### config.mk
export PLATFORM = sky130hd
export DESIGN_NAME = pc_stack_unit
export DESIGN_NICKNAME = d
export VERILOG_FILES = /design/src/rtl/pc_stack_unit_pkg.sv /design/src/rtl/pc_stack_unit_sp_ctrl.sv /design/src/rtl/pc_stack_unit.sv
export SDC_FILE = /design/constraint.sdc
export NUM_CORES = 1
export LEC_CHECK = 0
export ABC_AREA = 1
export BUFFER_PORTS_ARGS = -buffer_cell sky130_fd_sc_hd__buf_4
export CORE_ASPECT_RATIO = 1.5
export CORE_MARGIN = 5
export CORE_UTILIZATION = 46
export DETAILED_ROUTE_END_ITERATION = 12
export GPL_ROUTABILITY_DRIVEN = 0
export PLACE_DENSITY = 0.82
export SLEW_MARGIN = 20
export SYNTH_ARGS = -nofsm -noshare
export SYNTH_HDL_FRONTEND = slang
export SYNTH_SLANG_ARGS = --single-unit
### constraint.sdc
create_clock -name clk -period 1.47 [get_ports clk]
set_input_delay 0.294 -clock clk [delete_from_list [all_inputs] [get_ports clk]]
set_output_delay 0.294 -clock clk [all_outputs]
set_load 0.02 [all_outputs]
### src/rtl/pc_stack_unit_pkg.sv
// Shared constants and types for the program-counter / call-stack block.
package pc_stack_unit_pkg;

  localparam int AW          = 8;
  localparam int DW          = 16;
  localparam int DAW         = 8;
  localparam int STACK_BASE  = 32'h0000_00FF;
  localparam int STACK_DEPTH = 16;

  localparam int ERR_OVF = 1;
  localparam int ERR_UNF = 0;

  typedef enum logic [2:0] {
    PC_HOLD      = 3'd0,
    PC_LOAD_IMEM = 3'd1,
    PC_LOAD_DMEM = 3'd2,
    PC_SAVE_CNT  = 3'd3,
    PC_GET_PC    = 3'd4,
    PC_INC       = 3'd5
  } pc_act_e;

endpackage

### src/rtl/pc_stack_unit_sp_ctrl.sv
// Stack pointer, depth tracking, error flags and the data-memory stack port.
// Full/empty guarding and sticky errors exist only when STACK_GUARD_EN is defined.
module pc_stack_unit_sp_ctrl
  import pc_stack_unit_pkg::*;
#(
  parameter int P_AW          = AW,
  parameter int P_DW          = DW,
  parameter int P_DAW         = DAW,
  parameter int P_STACK_BASE  = STACK_BASE,
  parameter int P_STACK_DEPTH = STACK_DEPTH
) (
  input  logic             clk,
  input  logic             rst,
  input  logic             i_push,
  input  logic             i_pop,
  input  logic [P_AW-1:0]  i_pc,
  output logic [P_DAW-1:0] o_stack_addr,
  output logic             o_stack_we,
  output logic [P_DW-1:0]  o_stack_wdata,
  output logic             o_stack_full,
  output logic             o_stack_empty,
  output logic [1:0]       o_stack_err,
  output logic             o_pop_bad
);

  localparam int DEPTH_W = $clog2(P_STACK_DEPTH + 1);
  localparam logic [DEPTH_W-1:0] DEPTH_MAX = DEPTH_W'(P_STACK_DEPTH);
  localparam logic [P_DAW-1:0]   SP_RST    = P_DAW'(P_STACK_BASE);

  logic [P_DAW-1:0]   r_sp;
  logic [DEPTH_W-1:0] r_depth;
  logic w_push_only, w_pop_only, w_full, w_empty, w_do_push, w_do_pop;

  // Simultaneous PUSH and POP cancel each other.
  assign w_push_only = i_push & ~i_pop;
  assign w_pop_only  = i_pop & ~i_push;
  assign w_full      = (r_depth == DEPTH_MAX);
  assign w_empty     = (r_depth == {DEPTH_W{1'b0}});

`ifdef STACK_GUARD_EN
  logic [1:0] r_err;
  logic       r_pop_bad;

  assign w_do_push = w_push_only & ~w_full;
  assign w_do_pop  = w_pop_only & ~w_empty;

  always_ff @(posedge clk or posedge rst) begin
    if (rst) begin
      r_err     <= 2'b00;
      r_pop_bad <= 1'b0;
    end else begin
      r_err[ERR_OVF] <= r_err[ERR_OVF] | (w_push_only & w_full);
      r_err[ERR_UNF] <= r_err[ERR_UNF] | (w_pop_only & w_empty);
      r_pop_bad      <= w_pop_only & w_empty;
    end
  end

  assign o_stack_err = r_err;
  assign o_pop_bad   = r_pop_bad;
`else
  assign w_do_push   = w_push_only;
  assign w_do_pop    = w_pop_only;
  assign o_stack_err = 2'b00;
  assign o_pop_bad   = 1'b0;
`endif

  // Depth saturates so full/empty still report when pushes/pops are unguarded.
  always_ff @(posedge clk or posedge rst) begin
    if (rst) begin
      r_sp    <= SP_RST;
      r_depth <= {DEPTH_W{1'b0}};
    end else if (w_do_push) begin
      r_sp <= r_sp - P_DAW'(1);
      if (!w_full) r_depth <= r_depth + DEPTH_W'(1);
    end else if (w_do_pop) begin
      r_sp <= r_sp + P_DAW'(1);
      if (!w_empty) r_depth <= r_depth - DEPTH_W'(1);
    end
  end

  always_comb begin
    o_stack_addr = r_sp;
    if (w_do_pop) begin
      o_stack_addr = r_sp + P_DAW'(1);
    end else begin
      o_stack_addr = r_sp;
    end
  end

  assign o_stack_we    = w_do_push;
  assign o_stack_wdata = {{(P_DW-P_AW){1'b0}}, i_pc};
  assign o_stack_full  = w_full;
  assign o_stack_empty = w_empty;

endmodule

### src/rtl/pc_stack_unit.sv
// Program counter, fetch counter and call-stack port fed by the control unit.
// Optional macro STACK_GUARD_EN enables full/empty guarding and sticky stack errors.
module pc_stack_unit
  import pc_stack_unit_pkg::*;
#(
  parameter int P_AW          = AW,
  parameter int P_DW          = DW,
  parameter int P_DAW         = DAW,
  parameter int P_STACK_BASE  = STACK_BASE,
  parameter int P_STACK_DEPTH = STACK_DEPTH
) (
  input  logic             clk,
  input  logic             rst,
  input  logic             i_increm_pc,
  input  logic             i_get_address_from_pc,
  input  logic             i_pc_save_address_from_counter,
  input  logic             i_pc_save_address_from_instr_mem,
  input  logic             i_pc_save_address_from_data_mem,
  input  logic             i_push,
  input  logic             i_pop,
  input  logic [P_AW-1:0]  i_branch_addr,
  input  logic [P_DW-1:0]  i_mem_rdata,
  output logic [P_AW-1:0]  o_instr_addr,
  output logic [P_AW-1:0]  o_pc_out,
  output logic [P_DAW-1:0] o_stack_addr,
  output logic             o_stack_we,
  output logic [P_DW-1:0]  o_stack_wdata,
  output logic             o_stack_full,
  output logic             o_stack_empty,
  output logic [1:0]       o_stack_err
);

  logic [P_AW-1:0] r_cnt;
  logic [P_AW-1:0] r_pc;
  logic            w_pop_bad;
  logic            w_unused_rdata;
  pc_act_e         w_act;

  assign w_unused_rdata = ^i_mem_rdata[P_DW-1:P_AW];

  // One PC/counter action per cycle; a return load right after a rejected pop is dropped.
  always_comb begin
    w_act = PC_HOLD;
    if (i_pc_save_address_from_instr_mem) begin
      w_act = PC_LOAD_IMEM;
    end else if (i_pc_save_address_from_data_mem) begin
      if (w_pop_bad) w_act = PC_HOLD;
      else           w_act = PC_LOAD_DMEM;
    end else if (i_pc_save_address_from_counter) begin
      w_act = PC_SAVE_CNT;
    end else if (i_get_address_from_pc) begin
      w_act = PC_GET_PC;
    end else if (i_increm_pc) begin
      w_act = PC_INC;
    end else begin
      w_act = PC_HOLD;
    end
  end

  always_ff @(posedge clk or posedge rst) begin
    if (rst) begin
      r_cnt <= {P_AW{1'b0}};
      r_pc  <= {P_AW{1'b0}};
    end else begin
      case (w_act)
        PC_LOAD_IMEM: begin
          r_cnt <= i_branch_addr;
          r_pc  <= i_branch_addr;
        end
        PC_LOAD_DMEM: begin
          r_cnt <= i_mem_rdata[P_AW-1:0];
          r_pc  <= i_mem_rdata[P_AW-1:0];
        end
        PC_SAVE_CNT: r_pc  <= r_cnt;
        PC_GET_PC:   r_cnt <= r_pc;
        PC_INC:      r_cnt <= r_cnt + P_AW'(1);
        default: begin
          r_cnt <= r_cnt;
          r_pc  <= r_pc;
        end
      endcase
    end
  end

  assign o_instr_addr = r_cnt;
  assign o_pc_out     = r_pc;

  pc_stack_unit_sp_ctrl #(
    .P_AW          (P_AW),
    .P_DW          (P_DW),
    .P_DAW         (P_DAW),
    .P_STACK_BASE  (P_STACK_BASE),
    .P_STACK_DEPTH (P_STACK_DEPTH)
  ) u_sp_ctrl (
    .clk           (clk),
    .rst           (rst),
    .i_push        (i_push),
    .i_pop         (i_pop),
    .i_pc          (r_pc),
    .o_stack_addr  (o_stack_addr),
    .o_stack_we    (o_stack_we),
    .o_stack_wdata (o_stack_wdata),
    .o_stack_full  (o_stack_full),
    .o_stack_empty (o_stack_empty),
    .o_stack_err   (o_stack_err),
    .o_pop_bad     (w_pop_bad)
  );

endmodule

== Yosys cells after proc, flatten, opt, wreduce, memory -nomap -nowiden ==
Cells that the tools add are included.
Operators by class
  bitwise logic cells: 4
  reduce and logical (&&, ||, !) cells: 5
  eq/ne operators: 8
  $add $sub $neg: 5
  mux-type cells: 13
Operators with widths (count)
  $pmux 8 s4: 1
  $pmux 8 s3: 1
  $mux 5: 4
  $add 8x1->8 const B: 2
  $mux 8: 2
  $mux 3: 5
  $sub 8x1->8 const B: 1
  $eq 3x2->1 const B: 2
  $eq 3x3->1 const B: 2
  $add 5x1->5 const B: 1
  $eq 5x5->1 const B: 1
  $logic_not 5->1: 1
  $sub 5x1->5 const B: 1
  $ne 2x2->1 const B: 2
  $reduce_bool 4->1: 1
  $eq 3x1->1 const B: 1
  $reduce_and 3->1: 1
  $reduce_bool 3->1: 1
  $and 1x1->1: 2
  $not 1->1: 2
  $reduce_bool 2->1: 1
Storage, ports and cells
  logic and storage cells: 39
  output and inout port bits: 45
  flip-flop bits (word level): 29
  input bits: 33

== Depth between registers and ports, before layout ==
  depth in word-level cells: 7
  depth in mapped cells: 10
  depth with buffers taken out: 10

== Cells and area by module ==
From an unflattened synthesis, not the netlist that was laid out.
Unflattened totals
  cell total of the unflattened synthesis: 362
  area, all modules: 2414.8 sq um
By module, submodules not included
  pc_stack_unit: sequential area each 400.4 sq um, times used 1, cells an instance 185, area an instance 1246.2 sq um
  pc_stack_unit_sp_ctrl: sequential area each 335.3 sq um, times used 1, cells an instance 177, area an instance 1168.6 sq um

== Worst setup path before layout ==
OpenSTA, ideal clock, no wires.
  path type: input-to-reg
  start point: input i_pop
  end point: register u_sp_ctrl.r_depth[4]
  data required time: 1.387 ns
  buffers on the path: 1
  setup time: 0.083 ns
  stages: 9
  setup slack: -0.576 ns
  arrival: 1.963 ns
  cell sequence: inv_1 ha_1 buf_2 clkinv_1 fa_1 nand3_1 nand2_1 xnor2_1 o21ai_0
Between the ends
  longest elaborated chain between the ends: 4
  elaborated cells on any way between the ends: 8
  those cells by class: 2 x eq/ne; 1 x mux; 3 x bitwise; 2 x reduce/logical
RTL lines
  start, declared: line pc_stack_unit.sv:20  | input logic i_pop,
  $not 1->1 (*): line pc_stack_unit_sp_ctrl.sv:35  | assign w_push_only = i_push & ~i_pop;
  $and 1x1->1 (*): line pc_stack_unit_sp_ctrl.sv:35
  named net o_stack_we: line pc_stack_unit.sv:26  | output logic o_stack_we,
  $ne 2x2->1 (no source line) or $reduce_bool 2->1 (tied branches)
  $reduce_and 3->1 (no source line)
  end signal, assigned: line pc_stack_unit_sp_ctrl.sv:71  | r_depth <= {DEPTH_W{1'b0}};
  end signal, assigned: line pc_stack_unit_sp_ctrl.sv:74  | if (!w_full) r_depth <= r_depth + DEPTH_W'(1);
  end signal, assigned: line pc_stack_unit_sp_ctrl.sv:77  | if (!w_empty) r_depth <= r_depth - DEPTH_W'(1);
  end, declared: line pc_stack_unit_sp_ctrl.sv:31  | logic [DEPTH_W-1:0] r_depth;
The timed path passes the listed nets; every way through them passes the cells marked *.
A chain may end at the register's enable or synchronous reset.

== Worst setup path after layout ==
  start point: register u_sp_ctrl.r_sp[0]
  end point: output o_stack_addr[6]
Between the ends
  longest elaborated chain between the ends: 2
RTL lines
  start, declared: line pc_stack_unit_sp_ctrl.sv:30  | logic [P_DAW-1:0] r_sp;
  start signal, assigned: line pc_stack_unit_sp_ctrl.sv:73  | r_sp <= r_sp - P_DAW'(1);
  start signal, assigned: line pc_stack_unit_sp_ctrl.sv:76  | r_sp <= r_sp + P_DAW'(1);
  $add 8x1->8: line pc_stack_unit_sp_ctrl.sv:84  | o_stack_addr = r_sp + P_DAW'(1);
  $mux 8
  end, declared: line pc_stack_unit.sv:25  | output logic [P_DAW-1:0] o_stack_addr,
Every way passes these cells.

==> flow_summary.yaml <==
logic_synthesis:
  ys_warn_count: 0
  ys_seq_area_frac: 0.321
  syn-cell-area_um2: 2290
  avgSynthCellArea_um2: 7.14
  synth_cell_types: 36
  syn_inst: 321
  synth.ff_latch_count: 29
placement:
  dp_slack_ns: -0.338
  io_buffer_count: 59
  hpwlAfterDp_um: 4800
  dpl.cell_count: 455
floorplan:
  coreArea_um2: 4850
  num_io_pins: 78
  fp.dieW_um: 67.6
  start_util: 0.473
  die_h_um: 96.5
  num_rows: 31
  dieArea_um2: 6520
clock_tree:
  root_buffer: "clkbuf_8"
  clk_pin_slew_ns: 0.07
  cts_buffers: 5
  clockBufferDepth: 2
  cts_sinks: 29
  clk_latency_ns: 0.29
  htreeDepth: 2
  cts_tree: "yes"
  cts.hold.buffers_added: 0
cells_and_area:
  n_antenna_cell: 0
  final-instance-count-excl-fill: 471
  fillers: 415
  utilization: 0.678
  nets: 446
  multi_input_area_um2: 1470
  final_layout_size_suffix_gt1_frac: 0.398
  seq_area_um2: 738
  layout-area-overhead-vs-synth_pct: 43.4
power_and_ir_drop:
  p_sw_w: 0.00204
  p_comb_frac: 0.574
  power_density_nw_per_um2: 1450
  leakage_nw: 1.62
  p_int_w: 0.00272
  pwr-share-clk: 0.139
  seqPwrFrac: 0.287
  swShare: 0.429
  vdd_drop_max_v: 0.00103
  finalPower_w: 0.00476
grt:
  grt_first_pass_wirelength_um: 10400
  grt_pass1_vias: 2398
  grtUsageTotal: 0.211
  grt_start_max_net_pins: 30
  grt-ovfl-total: 0
  antenna_found_initial: 0
sta:
  fin_ws_ns: -0.553
  max_freq_ghz: 0.494
  maxSlewViolCount: 0
  finalHoldViolCount: 0
  setup_viol: 13
  rsz0062_at_grt: "yes"
  finalCriticalPeriod_ns: 2.02
  timing.final.crit_share: 1.38
  skew_ns: 0.00743
status:
  status: "finished with violations"
  violations: "setup timing"
routing:
  drc: 0
  drt-initial-drc-count: 136
  via_count: 2333
  ant_nets: 0
  drt-pass1-iter-count: 4
  wirelength_um: 6590
  vias_per_cell: 4.95
  wl_per_cell_um: 14.0
worst_setup_path:
  cpPeakStageDelay_ns: 0.59
  endpoint_kind: "output port"
  crit_chain: "ha_4 > inv_4 > nor3_4 > nand3_2 > xor2_4 > buf_6"
  cp.arrival_ns: 1.73
  critPathLaunchType: "register"
  crit_buf_inv: 2
  critPathKind: "register to output port"
  crit_family: "flip-flops"
  path_max_fanout: 3
  critPathRequiredTime_ns: 1.18
  crit_slowest_cell: "dfstp_2"
job:
  maxCapViolations: 0
worst_hold_path:
  hold_class: "input pin to asynchronous set/reset pin"
cell usage after synthesis (all sizes together):
master | count | share of area
o21a | 1 | 0.0033
nor4 | 1 | 0.0027
dfrtp | 21 | 0.23
a41oi | 1 | 0.0038
or2 | 4 | 0.011
xor2 | 9 | 0.034
fa | 1 | 0.0087
dfstp | 8 | 0.092
conb | 1 | 0.0016
ha | 8 | 0.044
nor3 | 3 | 0.011
xnor2 | 6 | 0.023
nand4 | 16 | 0.044
nand2 | 90 | 0.15
o21ai | 17 | 0.037
nand3 | 20 | 0.057
nor2 | 30 | 0.059
clkinv | 1 | 0.0016
a22oi | 2 | 0.0065
buf | 22 | 0.072
o211ai | 3 | 0.0098
a21oi | 6 | 0.013
a31oi | 1 | 0.0027
inv | 49 | 0.081
sequential cells by signal, summed over array words and instances (netlist names):
register / count
u_sp_ctrl.r_depth: 5
o_pc_out: 8
u_sp_ctrl.r_sp: 8
o_instr_addr: 8
cells in the final DEF (no fill, tap or decap), types with 2 or more instances in the layout:
cell type	synthesis	final
xnor2_1	6	5
nor2_1	27	24
or2_2	3	3
clkbuf_8	0	5
ha_1	8	2
o21ai_1	2	8
a22oi_1	2	2
dfrtp_1	21	19
xor2_4	0	2
clkinv_2	0	2
inv_2	3	7
xor2_1	9	3
dfrtp_2	0	2
nand3_4	2	3
nor3_2	2	2
a21oi_1	6	5
nand2_2	2	7
ha_4	0	5
dfstp_2	8	8
nand4_1	16	16
nor2_4	3	5
inv_1	45	40
xor2_2	0	4
buf_4	19	79
inv_4	1	2
nand3_2	1	4
o211ai_1	3	3
nand3_1	17	13
o21ai_0	15	8
conb_1	1	10
buf_6	1	10
nand2_1	87	82
repair_timing:
action,CTS,global route
hold endpoints to repair,0,0
buffers inserted,4,4
pin swaps,9,14
endpoints found under the setup margin,13,19
resized for setup,18,23
power groups by stage:
stage | Sequential, W | Clock (W) | Combinational, W
floorplan | 0.00138 | 0 | 0.00138
global placement | 0.00133 | 0 | 0.00218
detailed placement | 0.00134 | 0 | 0.00225
CTS | 0.00134 | 0.000689 | 0.00247
global route | 0.00140 | 0.000711 | 0.00300
finish | 0.00137 | 0.000662 | 0.00273
through the flow:
stage               TNS, ns  hold WS [ns]  instance area (um^2)
floorplan            -0.403         0.366                  2470
global placement      -1.49         0.404                  2980
detailed placement    -2.17         0.403                  2980
CTS                   -3.97        0.0818                  3160
global route          -5.68         0.109                  3290
finish                -4.37        0.0779                  3290
routing by layer:
metal / routed length, um / GRT usage / up-vias
li1: - / - / 1155
met1: 2330 / 0.208 / 1071
met2: 3700 / 0.402 / 91
met3: 420 / 0.0451 / 16
met4: 131 / 0.105 / 0
met5: 0 / 0 / -
worst register-to-register path: stages, from the launching register on:
cell,delay (ns)
dfstp_2,0.59
buf_4,0.13
buf_4,0.11
inv_2,0.05
ha_4,0.16
nand2_2,0.08
nor2_1,0.04
nand2_1,0.12
nor2_2,0.06
xor2_1,0.14
o21ai_1,0.12
path summary, 6_finish.rpt:
check | start | to | slack [ns] | cells after the start
max | u_sp_ctrl.r_sp[0]$_DFF_PP1_ | o_stack_addr[6] | -0.55 | 6
min | rst | o_instr_addr[2]$_DFFE_PP0P_ | 0.08 | 3
max reg2reg | u_sp_ctrl.r_sp[0]$_DFF_PP1_ | u_sp_ctrl.r_sp[6]$_DFF_PP1_ | -0.19 | 10
min reg2reg | o_instr_addr[7]$_DFFE_PP0P_ | o_instr_addr[7]$_DFFE_PP0P_ | 0.57 | 2
max in group asynchronous | rst | u_sp_ctrl.r_sp[6]$_DFF_PP1_ | 1.07 | 3
min in group clk | i_branch_addr[5] | o_instr_addr[5]$_DFFE_PP0P_ | 0.27 | 3
kinds of logic (layout without fill, tap and decap cells):
| kind of cell | count (synthesis) | in the layout | synth area share |
|---|---|---|---|
| xor+xnor | 15 | 15 | 0.0573 |
| flops | 29 | 29 | 0.321 |
| fa+ha+maj | 9 | 9 | 0.0524 |
| simple gates | 164 | 164 | 0.337 |
| other cells | 1 | 10 | 0.00164 |
| buf+inv | 72 | 147 | 0.154 |
| compound gates | 31 | 31 | 0.0764 |
layout make-up:
| cell class | instances | area share |
|---|---|---|
| tap | 66 | 0.0251 |
| timing repair buffer | 89 | 0.215 |
| multi-input combinational | 229 | 0.447 |
| clock inverter | 3 | 0.00533 |
| inverter | 50 | 0.0624 |
| sequential | 29 | 0.225 |
| clock buffer | 5 | 0.0209 |
(Power assumes the default switching activity.)
